`src/rtl/lpddr2_arb_pkg.sv`:
```
// Shared state encoding, port indices and constants for the LPDDR2 port arbiter.
package lpddr2_arb_pkg;

  typedef enum logic [1:0] {
    IDLE    = 2'd0,
    ISSUE   = 2'd1,
    RD_WAIT = 2'd2,
    DONE    = 2'd3
  } arb_state_t;

  localparam logic PORT_FETCH = 1'b0;
  localparam logic PORT_DATA  = 1'b1;

  localparam logic [31:0] TIMEOUT_DATA = 32'hDEAD_BEEF;

endpackage

```
`src/rtl/arb_pick2.sv`:
```
// Two-way winner selection: a lone requester wins; a tie goes to port 1 when
// FIXED_PRIO is set, otherwise to the port that was not granted last.
module arb_pick2
  import lpddr2_arb_pkg::*;
#(
  parameter int FIXED_PRIO = 0
) (
  input  logic [1:0] req,
  input  logic       last_grant,
  output logic       valid,
  output logic       grant
);

  always_comb begin
    valid = |req;
    if (req == 2'b11) begin
      grant = (FIXED_PRIO != 0) ? PORT_DATA : ~last_grant;
    end else begin
      grant = req[1] ? PORT_DATA : PORT_FETCH;
    end
  end

endmodule

```
`src/rtl/lpddr2_port_arbiter.sv`:
```
// Arbiter/sequencer for the single LPDDR2 word port shared by fetch (port 0) and
// data (port 1). Define LPDDR2_ARB_TIMEOUT_EN to bound the read-data wait.
module lpddr2_port_arbiter
  import lpddr2_arb_pkg::*;
#(
  parameter int ADDR_W     = 27,
  parameter int DATA_W     = 32,
  parameter int FIXED_PRIO = 0,
  parameter int TIMEOUT    = 255
) (
  input  logic              clk,
  input  logic              rst,
  input  logic              p0_req,
  input  logic              p0_we,
  input  logic [ADDR_W-1:0] p0_addr,
  input  logic [DATA_W-1:0] p0_wdata,
  output logic [DATA_W-1:0] p0_rdata,
  output logic              p0_done,
  input  logic              p1_req,
  input  logic              p1_we,
  input  logic [ADDR_W-1:0] p1_addr,
  input  logic [DATA_W-1:0] p1_wdata,
  output logic [DATA_W-1:0] p1_rdata,
  output logic              p1_done,
  output logic              busy,
  output logic              owner,
  output logic              err,
  output logic [ADDR_W-1:0] lpddr2_address,
  output logic [DATA_W-1:0] lpddr2_write_data,
  input  logic [DATA_W-1:0] lpddr2_read_data,
  output logic              lpddr2_rreq,
  output logic              lpddr2_wreq,
  input  logic              lpddr2_waitreq,
  input  logic              lpddr2_rvalid
);

  arb_state_t        state_q, state_d;
  logic              owner_q, owner_d;
  logic              last_grant_q, last_grant_d;
  logic              we_q, we_d;
  logic [ADDR_W-1:0] addr_q, addr_d;
  logic [DATA_W-1:0] wdata_q, wdata_d;
  logic [DATA_W-1:0] p0_rdata_q, p0_rdata_d;
  logic [DATA_W-1:0] p1_rdata_q, p1_rdata_d;
  logic              pick_valid, pick_grant;

  arb_pick2 #(.FIXED_PRIO(FIXED_PRIO)) u_pick (
    .req        ({p1_req, p0_req}),
    .last_grant (last_grant_q),
    .valid      (pick_valid),
    .grant      (pick_grant)
  );

`ifdef LPDDR2_ARB_TIMEOUT_EN
  localparam int CNT_W = (TIMEOUT > 255) ? $clog2(TIMEOUT + 1) : 8;
  logic [CNT_W-1:0] cnt_q, cnt_d;
  logic             err_q, err_d;
  logic             timed_out;

  // The cycle that sees cnt_q == TIMEOUT-1 is the TIMEOUT-th RD_WAIT cycle.
  assign timed_out = (cnt_q == CNT_W'(TIMEOUT - 1));
  assign err       = err_q;
`else
  logic unused_timeout;
  assign unused_timeout = (TIMEOUT != 0) | (|TIMEOUT_DATA);
  assign err            = 1'b0;
`endif

  always_comb begin
    // NOTE: every signal written here gets a default first, so no path can leave one unassigned and infer a latch.
    state_d      = state_q;
    owner_d      = owner_q;
    last_grant_d = last_grant_q;
    we_d         = we_q;
    addr_d       = addr_q;
    wdata_d      = wdata_q;
    p0_rdata_d   = p0_rdata_q;
    p1_rdata_d   = p1_rdata_q;
`ifdef LPDDR2_ARB_TIMEOUT_EN
    cnt_d        = cnt_q;
    err_d        = err_q;
`endif
    case (state_q)
      IDLE: begin
        if (pick_valid) begin
          owner_d = pick_grant;
          we_d    = (pick_grant == PORT_DATA) ? p1_we    : p0_we;
          addr_d  = (pick_grant == PORT_DATA) ? p1_addr  : p0_addr;
          wdata_d = (pick_grant == PORT_DATA) ? p1_wdata : p0_wdata;
          state_d = ISSUE;
        end
      end
      ISSUE: begin
        if (!lpddr2_waitreq) begin
          state_d = we_q ? DONE : RD_WAIT;
`ifdef LPDDR2_ARB_TIMEOUT_EN
          cnt_d   = '0;
`endif
        end
      end
      RD_WAIT: begin
        if (lpddr2_rvalid) begin
          if (owner_q == PORT_DATA) p1_rdata_d = lpddr2_read_data;
          else                      p0_rdata_d = lpddr2_read_data;
          state_d = DONE;
        end
`ifdef LPDDR2_ARB_TIMEOUT_EN
        else if (timed_out) begin
          if (owner_q == PORT_DATA) p1_rdata_d = DATA_W'(TIMEOUT_DATA);
          else                      p0_rdata_d = DATA_W'(TIMEOUT_DATA);
          err_d   = 1'b1;
          state_d = DONE;
        end else begin
          cnt_d = cnt_q + CNT_W'(1);
        end
`endif
      end
      DONE: begin
        last_grant_d = owner_q;
        state_d      = IDLE;
      end
      default: state_d = IDLE;
    endcase
  end

  always_ff @(posedge clk or negedge rst) begin
    // NOTE: state flops use non-blocking assignments so every flop samples pre-edge values regardless of block order.
    if (!rst) begin
      state_q      <= IDLE;
      owner_q      <= PORT_FETCH;
      last_grant_q <= PORT_DATA;
      we_q         <= 1'b0;
      addr_q       <= '0;
      wdata_q      <= '0;
      p0_rdata_q   <= '0;
      p1_rdata_q   <= '0;
    end else begin
      state_q      <= state_d;
      owner_q      <= owner_d;
      last_grant_q <= last_grant_d;
      we_q         <= we_d;
      addr_q       <= addr_d;
      wdata_q      <= wdata_d;
      p0_rdata_q   <= p0_rdata_d;
      p1_rdata_q   <= p1_rdata_d;
    end
  end

`ifdef LPDDR2_ARB_TIMEOUT_EN
  always_ff @(posedge clk or negedge rst) begin
    if (!rst) begin
      cnt_q <= '0;
      err_q <= 1'b0;
    end else begin
      cnt_q <= cnt_d;
      err_q <= err_d;
    end
  end
`endif

  // Strobes and done decode straight from state so reset drops them without waiting for an edge.
  assign busy              = (state_q != IDLE);
  assign lpddr2_rreq       = (state_q == ISSUE) && !we_q;
  assign lpddr2_wreq       = (state_q == ISSUE) &&  we_q;
  assign p0_done           = (state_q == DONE) && (owner_q == PORT_FETCH);
  assign p1_done           = (state_q == DONE) && (owner_q == PORT_DATA);
  assign owner             = owner_q;
  assign lpddr2_address    = addr_q;
  assign lpddr2_write_data = wdata_q;
  assign p0_rdata          = p0_rdata_q;
  assign p1_rdata          = p1_rdata_q;

endmodule

```
`config.mk`:
```
export PLATFORM = sky130hd
export DESIGN_NAME = lpddr2_port_arbiter
export DESIGN_NICKNAME = d
export VERILOG_FILES = /design/src/rtl/lpddr2_arb_pkg.sv /design/src/rtl/arb_pick2.sv /design/src/rtl/lpddr2_port_arbiter.sv
export SDC_FILE = /design/constraint.sdc
export NUM_CORES = 1
export LEC_CHECK = 0
export BUFFER_PORTS_ARGS = -buffer_cell sky130_fd_sc_hd__buf_2
export CELL_PAD_IN_SITES_DETAIL_PLACEMENT = 1
export CELL_PAD_IN_SITES_GLOBAL_PLACEMENT = 2
export CORE_MARGIN = 2
export CORE_UTILIZATION = 28
export DETAILED_ROUTE_END_ITERATION = 16
export HOLD_SLACK_MARGIN = 0.12
export PLACE_DENSITY = 0.85
export SETUP_SLACK_MARGIN = 0.1
export SYNTH_ARGS = -nofsm -noshare
export SYNTH_HDL_FRONTEND = slang
export SYNTH_HIERARCHICAL = 1
export SYNTH_SLANG_ARGS = --single-unit
```
`constraint.sdc`:
```
create_clock -name clk -period 1.9 [get_ports clk]
set_clock_uncertainty 0.1 [all_clocks]
set_input_delay 0 -clock clk [delete_from_list [all_inputs] [get_ports clk]]
set_output_delay 0 -clock clk [all_outputs]
set_load 0.05 [all_outputs]
```
==> impl_metrics.xml, run 1 <==
<?xml version="1.0" encoding="UTF-8"?>
<metrics>
  <group name="run_status">
    <metric name="status" unit="">finished, final reports clean</metric>
  </group>
  <group name="critical_path">
    <metric name="rrSetupSlack" unit="ns">0.19</metric>
    <metric name="cp_slowest_cell" unit="">dfrtp_1</metric>
    <metric name="worst-endpoint-arrival" unit="ns">1.91</metric>
    <metric name="setup.worst_path.end_class" unit="">flop</metric>
    <metric name="setup.worst_path.class" unit="">flop to flop</metric>
    <metric name="crit_path_cell_trace" unit="">inv_1 -&gt; ha_1 -&gt; and2_4 -&gt; buf_4 -&gt; mux2_2</metric>
    <metric name="crit_path_max_incr_delay" unit="ns">0.43</metric>
    <metric name="cp.required" unit="ns">2.10</metric>
    <metric name="worstPathMaxFanout" unit="">8</metric>
    <metric name="critPathLaunchType" unit="">flop</metric>
  </group>
  <group name="global_route">
    <metric name="antenna_found_initial" unit="">1</metric>
    <metric name="grt_overflow_total" unit="">0</metric>
    <metric name="grt_pass1_wl" unit="um">33400</metric>
    <metric name="grt.total_usage" unit="">0.204</metric>
    <metric name="grt_max_degree" unit="">58</metric>
    <metric name="first_global_vias" unit="">6086</metric>
  </group>
  <group name="finish">
    <metric name="area_taken_by_multi_input_logic_gates" unit="um2">2200</metric>
    <metric name="synthToLayoutAreaGrowth" unit="%">72.1</metric>
    <metric name="layout-drive-gt1-share" unit="">0.454</metric>
    <metric name="cell_count_final_fillers_out" unit="">1162</metric>
    <metric name="fill_cells" unit="">2154</metric>
    <metric name="seqCellArea" unit="um2">3200</metric>
    <metric name="num-nets-final" unit="">1046</metric>
    <metric name="fin_util" unit="">0.493</metric>
  </group>
  <group name="synthesis">
    <metric name="synth.ff_latch_count" unit="">128</metric>
    <metric name="sequential_cell_area_fraction_in_the_yosys_report" unit="">0.573</metric>
    <metric name="synth_top_cell_area_share" unit="">0.568</metric>
    <metric name="proportion_of_synthesized_flip_flops_having_asynchronous_set_or_reset" unit="">1.00</metric>
    <metric name="syn_nets" unit="">592</metric>
    <metric name="synthesis.yosys.warnings" unit="">6</metric>
    <metric name="synth_edf_count" unit="">0</metric>
    <metric name="post_synth_most_frequent_cells" unit="">127 x dfrtp_1, 60 x a21oi_1, 60 x mux2i_1, 60 x nor2_1, 33 x mux2_2</metric>
    <metric name="synth.avg_cell_area" unit="um2">13.0</metric>
    <metric name="yosys.area.top_type" unit="">dfrtp_1</metric>
    <metric name="dominant_cells_by_area_after_synthesis" unit="">dfrtp_1 57%, mux2i_1 11%, mux2_4 8.1%, mux2_2 6.6%, a21oi_1 5.4%</metric>
    <metric name="synth_most_common_cell" unit="">dfrtp_1</metric>
    <metric name="syn_area" unit="um2">5590</metric>
    <metric name="synthFlopType" unit="">dfrtp_1</metric>
    <metric name="post_synth_num_cell_types" unit="">28</metric>
    <metric name="syn_inst_count" unit="">429</metric>
  </group>
  <group name="place">
    <metric name="finalWeightedCongestion" unit="">0.744</metric>
    <metric name="placed_cells_incl_taps" unit="">966</metric>
    <metric name="hpwlAfterDp" unit="um">12000</metric>
    <metric name="port-buffer-count" unit="">286</metric>
  </group>
  <group name="floorplanning">
    <metric name="dieWidth" unit="um">145</metric>
    <metric name="initial_utilization" unit="">0.286</metric>
    <metric name="core" unit="um2">19500</metric>
    <metric name="die_y" unit="um">145</metric>
    <metric name="die_area" unit="um2">21100</metric>
    <metric name="i_o_pin_count" unit="">288</metric>
    <metric name="std_cell_rows" unit="">51</metric>
  </group>
  <group name="clock_network">
    <metric name="clk_latency" unit="ns">0.41</metric>
    <metric name="clock_buffers_created_by_tritoncts" unit="">17</metric>
    <metric name="htreeDepth" unit="">4</metric>
    <metric name="worst_setup_hold_path_clk_slew" unit="ns">0.07</metric>
    <metric name="ctsLongestPathBuffers" unit="">2</metric>
    <metric name="tritoncts" unit="">built</metric>
    <metric name="cts_root_buffer" unit="">clkbuf_16</metric>
    <metric name="cts.sinks" unit="">128</metric>
  </group>
  <group name="detailed_routing">
    <metric name="post_drt_via_cell_ratio" unit="">4.54</metric>
    <metric name="drtPass1Iterations" unit="">4</metric>
    <metric name="avgRoutedWirePerCell" unit="um">18.7</metric>
    <metric name="drc" unit="">0</metric>
    <metric name="drtIter0Drc" unit="">121</metric>
    <metric name="ant_nets" unit="">0</metric>
    <metric name="detailroute.via_count" unit="">5271</metric>
    <metric name="wl" unit="um">21800</metric>
  </group>
  <group name="pwr">
    <metric name="ir_worst_vdd" unit="mV">0.765</metric>
    <metric name="power_per_cell_area" unit="nW/um2">1910</metric>
    <metric name="static_power_due_to_leakage" unit="uW">0.00475</metric>
  </group>
  <group name="sta">
    <metric name="timing_hold_violations_final" unit="">0</metric>
    <metric name="slew_violations" unit="">0</metric>
    <metric name="hold_ws" unit="ns">0.264</metric>
    <metric name="rsz_0062_raised_after_global_routing" unit="">true</metric>
    <metric name="tns" unit="ns">0</metric>
    <metric name="final_min_period_over_clock_period" unit="">0.901</metric>
    <metric name="fmax" unit="GHz">0.584</metric>
    <metric name="finalWorstPathRequiredPeriod" unit="ns">1.71</metric>
    <metric name="finalSetupViolations" unit="">0</metric>
  </group>
  <group name="job">
    <metric name="cap_violations" unit="">0</metric>
  </group>
  <group name="hold_path">
    <metric name="timing.hold.worst.class" unit="">input pin to flop</metric>
  </group>
</metrics>
power breakdown:
group	switching, uW	total (uW)	internal [uW]	leakage [uW]
combinational	7250	10200	2920	0.00299
sequential	809	4920	4110	0.00147
clock	1350	3320	1980	0.000289
worst max-delay path, delay by kind of cell (launching register included):
family                     cells  cell delay [ns]
and+or+nand+nor                1             0.24
DFF                            1             0.43
muxes                          1             0.32
adders and majority gates      1             0.22
buffers and inverters          2             0.28
final timing paths:
path	from	to	cells after the start
worst max-delay path	state_q[1]	owner	5
worst min register to register	p0_rdata[1]	p0_rdata[1]	1
worst max register to register	state_q[1]	owner	5
worst min-delay path	lpddr2_read_data[29]	p0_rdata[29]	3
max in group asynchronous	rst	lpddr2_write_data[3]	4
min in group asynchronous	rst	p0_rdata[29]	4
logic make-up (layout without fill, tap and decap cells):
kind of cell / count (synthesis) / count (layout) / share of synthesized area
DFF: 128 / 128 / 0.573
muxes: 127 / 127 / 0.262
and+or+nand+nor: 74 / 74 / 0.0584
AOI/OAI and AO/OA: 63 / 63 / 0.0579
buffers and inverters: 31 / 498 / 0.0365
adders and majority gates: 5 / 5 / 0.0112
other: 1 / 2 / 0.000670
per-stage QoR:
stage	setup WS (ns)	power (uW)	area [um2]
detailed placement	0.185	14600	7370
floorplan	0.254	12100	5590
global placement	0.209	14400	7370
global route	0.0990	19300	9620
CTS	0.157	18300	9570
finish	0.189	18400	9620
cells in the final DEF (no fill, tap or decap), types with 4 or more instances in the layout:
cell,n
mux2_4,30
buf_2,285
dfrtp_1,127
buf_4,11
buf_12,8
inv_6,6
mux2_2,33
nor2_1,60
dlygate4sd3_1,158
ha_1,4
clkbuf_16,18
mux2i_1,60
a21oi_1,60
mux2_1,4
flip-flops by register name, indices dropped and copies added, names as in the netlist:
register / cells
lpddr2_write_data: 32
lpddr2_address: 27
last_grant_q: 1
p1_rdata: 32
state_q: 2
owner: 1
we_q: 1
p0_rdata: 32
layout make-up:
type / count / share of cell area
multi-input combinational: 270 / 0.229
timing repair buffer: 463 / 0.340
sequential: 128 / 0.333
clock inverter: 15 / 0.0179
clock buffer: 17 / 0.0442
tap: 265 / 0.0345
inverter: 3 / 0.00117
antenna: 1 / 0.000260
timing repair:
item	4_1_cts	5_1_grt
endpoints found under the hold margin	254	0
buffers inserted	0	3
endpoints found under the setup margin	0	79
hold buffers	159	0
gates resized for setup	0	2
layer usage:
metal  wire length, um  up-vias  share of wire  global-route usage
met4               843        0          0.039              0.0912
li1                  -     2401              -                   -
met2             12400      202           0.57               0.403
met5                 0        -              0                   0
met3               872       55          0.040              0.0458
met1              7640     2613           0.35               0.200
Note: power is estimated with default switching activity, not from simulation.
==> run 2: changes to the inputs <==
Settings changed: CORE_UTILIZATION 28 to 25, PLACE_DENSITY 0.85 to 0.8.
Clock period 1.9 ns to 1.4 ns, I/O delays scaled along.
==> run 2 against run 1 <==
  * The run now ends with negative hold slack, negative setup slack left
  * Global-route usage is 2.3 points lower
  * Clock power grew 36%
  * Count of clock-buffer cells in the layout rose by 4
  * Utilization grew 0.11 points
  * Critical path depth increased by 3
  * Final area is 12% higher
  * Worst setup slack worse by 0.48 ns
  * Sequential power increased by 40%
  * Sequential share of layout area down 3.6 points
  * Combinational power rose by 65%
  * Largest power group unchanged
  * Highest routed layer unchanged
==> impl_metrics.xml, run 2 (same netlist as run 1, synthesis figures left out) <==
<?xml version="1.0" encoding="UTF-8"?>
<metrics>
  <group name="detailed_routing">
    <metric name="drc" unit="">0</metric>
    <metric name="wl" unit="um">22800</metric>
    <metric name="avgRoutedWirePerCell" unit="um">18.9</metric>
    <metric name="ant_nets" unit="">0</metric>
    <metric name="detailroute.via_count" unit="">5368</metric>
    <metric name="drtIter0Drc" unit="">129</metric>
    <metric name="drtPass1Iterations" unit="">4</metric>
    <metric name="post_drt_via_cell_ratio" unit="">4.45</metric>
  </group>
  <group name="global_route">
    <metric name="grt_max_degree" unit="">45</metric>
    <metric name="grt_overflow_total" unit="">0</metric>
    <metric name="first_global_vias" unit="">6086</metric>
    <metric name="grt.total_usage" unit="">0.181</metric>
    <metric name="grt_pass1_wl" unit="um">33400</metric>
    <metric name="antenna_found_initial" unit="">2</metric>
  </group>
  <group name="run_status">
    <metric name="status" unit="">finished with violations</metric>
    <metric name="failed_checks" unit="">negative hold slack, negative setup slack</metric>
  </group>
  <group name="floorplanning">
    <metric name="initial_utilization" unit="">0.255</metric>
    <metric name="dieWidth" unit="um">154</metric>
    <metric name="std_cell_rows" unit="">54</metric>
    <metric name="die_y" unit="um">154</metric>
    <metric name="die_area" unit="um2">23600</metric>
    <metric name="i_o_pin_count" unit="">288</metric>
    <metric name="core" unit="um2">21900</metric>
  </group>
  <group name="finish">
    <metric name="final_cell_mix" unit="">279 x buf_2, 155 x dlygate4sd3_1, 125 x dfrtp_1, 65 x mux2_4, 55 x mux2i_1</metric>
    <metric name="num-nets-final" unit="">1074</metric>
    <metric name="final_cell_area" unit="um2">10800</metric>
    <metric name="mostFrequentLayoutCell" unit="">buf_2</metric>
    <metric name="fin_util" unit="">0.494</metric>
    <metric name="cell_count_final_fillers_out" unit="">1205</metric>
    <metric name="synthToLayoutAreaGrowth" unit="%">93.3</metric>
    <metric name="layout-drive-gt1-share" unit="">0.567</metric>
  </group>
  <group name="job">
    <metric name="cap_violations" unit="">0</metric>
  </group>
  <group name="sta">
    <metric name="hold_ws" unit="ns">-0.0804</metric>
    <metric name="finalWorstPathRequiredPeriod" unit="ns">1.69</metric>
    <metric name="final_min_period_over_clock_period" unit="">1.21</metric>
    <metric name="fmax" unit="GHz">0.592</metric>
    <metric name="slew_violations" unit="">0</metric>
    <metric name="finalSetupViolations" unit="">132</metric>
    <metric name="final_critical_path_setup_slack" unit="ns">-0.290</metric>
    <metric name="rsz_0062_raised_after_global_routing" unit="">true</metric>
    <metric name="timing_hold_violations_final" unit="">25</metric>
  </group>
  <group name="clock_network">
    <metric name="cts.sinks" unit="">128</metric>
    <metric name="tritoncts" unit="">built</metric>
    <metric name="clk_latency" unit="ns">0.41</metric>
    <metric name="ctsLongestPathBuffers" unit="">2</metric>
    <metric name="cts_hold_repair.buffers" unit="">155</metric>
    <metric name="clock_buffers_created_by_tritoncts" unit="">17</metric>
    <metric name="worst_setup_hold_path_clk_slew" unit="ns">0.06</metric>
    <metric name="cts_root_buffer" unit="">clkbuf_16</metric>
    <metric name="htreeDepth" unit="">4</metric>
  </group>
  <group name="place">
    <metric name="port-buffer-count" unit="">286</metric>
    <metric name="finalWeightedCongestion" unit="">0.726</metric>
    <metric name="detailed_place.area" unit="um2">7680</metric>
    <metric name="hpwlAfterDp" unit="um">12500</metric>
    <metric name="placed_cells_incl_taps" unit="">993</metric>
  </group>
  <group name="hold_path">
    <metric name="timing.hold.worst.class" unit="">input pin to asynchronous set/reset pin</metric>
  </group>
  <group name="critical_path">
    <metric name="delay_heaviest_family_cp" unit="">buffers and inverters</metric>
    <metric name="cp.buffers_inverters" unit="">4</metric>
    <metric name="cp_slowest_cell" unit="">dfrtp_1</metric>
    <metric name="cp.required" unit="ns">1.62</metric>
    <metric name="rrSetupSlack" unit="ns">-0.29</metric>
    <metric name="setup.worst_path.end_class" unit="">flop</metric>
    <metric name="crit_path_max_incr_delay" unit="ns">0.40</metric>
    <metric name="setup.worst_path.class" unit="">flop to flop</metric>
    <metric name="r2r-start" unit="">state_q[0]</metric>
    <metric name="end_of_the_worst_register_to_register_path" unit="">lpddr2_address[2]</metric>
    <metric name="worstPathMaxFanout" unit="">7</metric>
    <metric name="rr_worst_depth" unit="">8</metric>
    <metric name="critPathLaunchType" unit="">flop</metric>
    <metric name="worst-endpoint-arrival" unit="ns">1.91</metric>
    <metric name="crit_path_cell_trace" unit="">buf_6 -&gt; inv_6 -&gt; ha_4 -&gt; and2_4 -&gt; buf_12 -&gt; clkbuf_16 -&gt; nor2_1 -&gt; a21oi_1</metric>
  </group>
  <group name="pwr">
    <metric name="ir_worst_vdd" unit="mV">1.10</metric>
    <metric name="static_power_due_to_leakage" unit="uW">0.00524</metric>
    <metric name="power_per_cell_area" unit="nW/um2">2600</metric>
  </group>
</metrics>
-- run 2: how the worst max path moves through the flow --
stage                     cells after the start                   end          from
after floorplan                               5          p1_rdata[10]    state_q[0]
after global placement                        5  lpddr2_write_data[5]  last_grant_q
after detailed placement                      6    lpddr2_address[18]    state_q[1]
after CTS                                     6                 owner    state_q[0]
after global routing                          8     lpddr2_address[2]    state_q[0]
final                                         8     lpddr2_address[2]    state_q[0]
-- run 2: cell type report --
cell class / instances / area [um2]
Timing Repair Buffer: 491 / 3860
Clock buffer: 21 / 450
Inverter: 3 / 21.3
Clock inverter: 10 / 138
Fill cell: 2340 / 11100
Tap cell: 280 / 350
Multi-Input combinational cell: 270 / 2790
Antenna cell: 2 / 5.00
Sequential cell: 128 / 3210
-- run 2: where the power goes --
| group | switching [uW] | internal, uW | total, uW |
|---|---|---|---|
| Sequential | 1290 | 5590 | 6880 |
| Clock | 1660 | 2830 | 4500 |
| Combinational | 10700 | 6050 | 16800 |
-- run 2: timing repair --
action	CTS	global route
resized for setup	48	101
setup buffers	6	4
endpoints found under the hold margin	255	25
cloned	3	11
pin swaps	5	5
endpoints found under the setup margin	133	132
-- run 2: per-layer routing --
layer  GRT usage  wire (um)  vias up  share of wire
met1       0.203       8760     2650           0.38
met4      0.0791        801        0          0.035
met5           0          0        -              0
li1            -          -     2466              -
met3      0.0533       1190       49          0.052
met2       0.318      12000      203           0.53
-- run 2: per-stage QoR --
stage | total power, uW | worst slack, ns | setup TNS [ns]
6_report | 28100 | -0.290 | -22.60
5_1_grt | 29400 | -0.373 | -30.37
4_1_cts | 26500 | -0.227 | -24.68
3_5_place_dp | 20600 | -0.159 | -12.47
3_3_place_gp | 20300 | -0.109 | -8.06
2_1_floorplan | 17000 | -0.108 | -9.80
==> run 3: changes to the inputs <==
==> constraint.sdc (replaced) <==
create_clock -name clk -period 1.4 [get_ports clk]
set_clock_uncertainty 0.1 [all_clocks]
set_input_delay 0.07 -clock clk [delete_from_list [all_inputs] [get_ports clk]]
set_output_delay 0.07 -clock clk [all_outputs]
set_load 0.05 [all_outputs]
==> run 3 against run 2 <==
  * The flow finishes with violations (negative setup slack)
  * Sequential share of layout area shrank 0.77 points
  * Via count grew 1.5%
  * Global-route usage grew 1.9 points
  * Highest routed layer unchanged
  * Die area is the same
  * Count of clock-buffer cells in the layout shrank 3
==> impl_metrics.xml, run 3 (same netlist as run 1, synthesis figures left out) <==
<?xml version="1.0" encoding="UTF-8"?>
<metrics>
  <group name="sta">
    <metric name="fmax" unit="GHz">0.609</metric>
    <metric name="timing_hold_violations_final" unit="">0</metric>
    <metric name="final_critical_path_setup_slack" unit="ns">-0.241</metric>
    <metric name="finalSetupViolations" unit="">132</metric>
    <metric name="finalWorstPathRequiredPeriod" unit="ns">1.64</metric>
    <metric name="rsz_0062_raised_after_global_routing" unit="">true</metric>
    <metric name="tns" unit="ns">-22.51</metric>
    <metric name="final_min_period_over_clock_period" unit="">1.17</metric>
    <metric name="slew_violations" unit="">0</metric>
  </group>
  <group name="pwr">
    <metric name="static_power_due_to_leakage" unit="uW">0.00536</metric>
    <metric name="power.share.sequential" unit="">0.239</metric>
    <metric name="power_switching" unit="uW">14000</metric>
    <metric name="power_per_cell_area" unit="nW/um2">2580</metric>
    <metric name="ir_worst_vdd" unit="mV">1.21</metric>
    <metric name="share_comb_of_total_power" unit="">0.605</metric>
    <metric name="switching_fraction_of_total_power" unit="">0.488</metric>
    <metric name="internal-power" unit="uW">14700</metric>
    <metric name="totalPowerFinal" unit="uW">28600</metric>
    <metric name="power.share.clock" unit="">0.155</metric>
  </group>
  <group name="clock_network">
    <metric name="cts.sinks" unit="">128</metric>
    <metric name="clock_buffers_created_by_tritoncts" unit="">17</metric>
    <metric name="tritoncts" unit="">built</metric>
    <metric name="cts_hold_repair.buffers" unit="">155</metric>
    <metric name="htreeDepth" unit="">4</metric>
    <metric name="clk_latency" unit="ns">0.42</metric>
    <metric name="ctsLongestPathBuffers" unit="">2</metric>
    <metric name="worst_setup_hold_path_clk_slew" unit="ns">0.06</metric>
    <metric name="cts_root_buffer" unit="">clkbuf_16</metric>
  </group>
  <group name="detailed_routing">
    <metric name="avgRoutedWirePerCell" unit="um">19.8</metric>
    <metric name="post_drt_via_cell_ratio" unit="">4.48</metric>
    <metric name="detailroute.via_count" unit="">5448</metric>
    <metric name="ant_nets" unit="">0</metric>
    <metric name="drtIter0Drc" unit="">117</metric>
    <metric name="drc" unit="">0</metric>
    <metric name="drtPass1Iterations" unit="">4</metric>
    <metric name="wl" unit="um">24100</metric>
  </group>
  <group name="hold_path">
    <metric name="timing.hold.worst.class" unit="">input pin to asynchronous set/reset pin</metric>
  </group>
  <group name="global_route">
    <metric name="groute.layer.met3.usage" unit="">0.0383</metric>
    <metric name="first_global_vias" unit="">6296</metric>
    <metric name="antenna_found_initial" unit="">1</metric>
    <metric name="grt_max_degree" unit="">33</metric>
    <metric name="grt_busiest_layer" unit="">met2</metric>
    <metric name="grt_pass1_wl" unit="um">36300</metric>
    <metric name="globalRouteMet2Util" unit="">0.364</metric>
    <metric name="grt.met1_usage" unit="">0.228</metric>
    <metric name="grt.total_usage" unit="">0.199</metric>
    <metric name="grt_overflow_total" unit="">0</metric>
  </group>
  <group name="critical_path">
    <metric name="crit_path_cell_trace" unit="">buf_6 -&gt; ha_4 -&gt; and2_4 -&gt; buf_6 -&gt; buf_12</metric>
    <metric name="setup.worst_path.end_class" unit="">output pin</metric>
    <metric name="critPathLaunchType" unit="">flop</metric>
    <metric name="crit_start" unit="">state_q[0]</metric>
    <metric name="cp.required" unit="ns">1.23</metric>
    <metric name="worstPathMaxFanout" unit="">3</metric>
    <metric name="setup.worst_path.class" unit="">flop to output pin</metric>
    <metric name="cp_slowest_cell" unit="">dfrtp_1</metric>
    <metric name="crit_path_max_incr_delay" unit="ns">0.39</metric>
    <metric name="r2r-start" unit="">state_q[0]</metric>
    <metric name="critical_path.most_common_cell" unit="">buf_6</metric>
    <metric name="worst-endpoint-arrival" unit="ns">1.47</metric>
  </group>
  <group name="place">
    <metric name="finalWeightedCongestion" unit="">0.734</metric>
    <metric name="dp_worst_setup_slack" unit="ns">-0.146</metric>
    <metric name="port-buffer-count" unit="">286</metric>
    <metric name="placed_cells_incl_taps" unit="">995</metric>
    <metric name="hpwlAfterDp" unit="um">12900</metric>
  </group>
  <group name="run_status">
    <metric name="status" unit="">finished with violations</metric>
    <metric name="failed_checks" unit="">negative setup slack</metric>
  </group>
  <group name="finish">
    <metric name="num-nets-final" unit="">1086</metric>
    <metric name="synthToLayoutAreaGrowth" unit="%">98.4</metric>
    <metric name="final_cell_mix" unit="">266 x buf_2, 155 x dlygate4sd3_1, 126 x dfrtp_1, 63 x mux2_4, 51 x mux2i_1</metric>
    <metric name="mostFrequentLayoutCell" unit="">buf_2</metric>
    <metric name="cell_count_final_fillers_out" unit="">1217</metric>
    <metric name="layout-drive-gt1-share" unit="">0.569</metric>
  </group>
  <group name="floorplanning">
    <metric name="initial_utilization" unit="">0.255</metric>
    <metric name="die_area" unit="um2">23600</metric>
    <metric name="i_o_pin_count" unit="">288</metric>
    <metric name="std_cell_rows" unit="">54</metric>
    <metric name="die_y" unit="um">154</metric>
    <metric name="core" unit="um2">21900</metric>
    <metric name="dieWidth" unit="um">154</metric>
  </group>
  <group name="job">
    <metric name="cap_violations" unit="">0</metric>
  </group>
</metrics>
-- run 3: timing repair --
action                                  in CTS  in global routing
endpoints found under the hold margin      254                 25
pin swaps                                    8                  4
buffers inserted                            13                  4
resized for setup                          127                 42
endpoints found under the setup margin     134                146
gates cloned                                13                  5
-- run 3: per-stage QoR --
stage	instance area [um2]	utilization	hold WS, ns
2_1_floorplan	5760	-	-0.326
3_3_place_gp	7700	0.352	-0.106
3_5_place_dp	7700	0.352	-0.0974
4_1_cts	10700	0.490	0.0207
5_1_grt	11100	0.507	0.0482
6_report	11100	0.507	0.0185
-- run 3: final timing paths --
| kind | slack [ns] | cells after the start | end |
|---|---|---|---|
| max in group asynchronous | 0.60 | 3 | p1_rdata[1] |
| min reg2reg | 0.40 | 1 | p0_rdata[10] |
| min | 0.02 | 2 | lpddr2_address[5] |
| max | -0.24 | 5 | lpddr2_wreq |
| min in group clk | 0.23 | 5 | state_q[0] |
| max reg2reg | -0.23 | 8 | lpddr2_write_data[22] |
-- run 3: cell type report --
cell class / count / area [um2]
multi-input combinational: 270 / 2770
tap: 280 / 350
timing repair buffer: 503 / 4170
antenna: 1 / 2.50
inverter: 3 / 11.3
fill: 2308 / 10800
clock inverter: 14 / 155
sequential: 128 / 3210
clock buffer: 18 / 429
-- run 3: worst max-delay path, delay by kind of cell (launching register included) --
kind / cells / cell delay [ns]
adder cells (fa/ha/maj): 1 / 0.15
flip-flops: 1 / 0.39
buffers and inverters: 3 / 0.38
AND/OR/NAND/NOR: 1 / 0.14
-- run 3: power by group through the flow --
stage	clock [uW]	sequential, uW	combinational [uW]
floorplan	0	12800	4090
global placement	0	6570	13800
detailed placement	0	6650	14000
CTS	4590	6770	16500
global route	4760	7090	18100
finish	4450	6860	17300
-- run 3: routing by layer --
metal	share of wire	routed length [um]
met1	0.40	9560
met2	0.53	12700
met3	0.046	1120
met4	0.028	682
met5	0	0
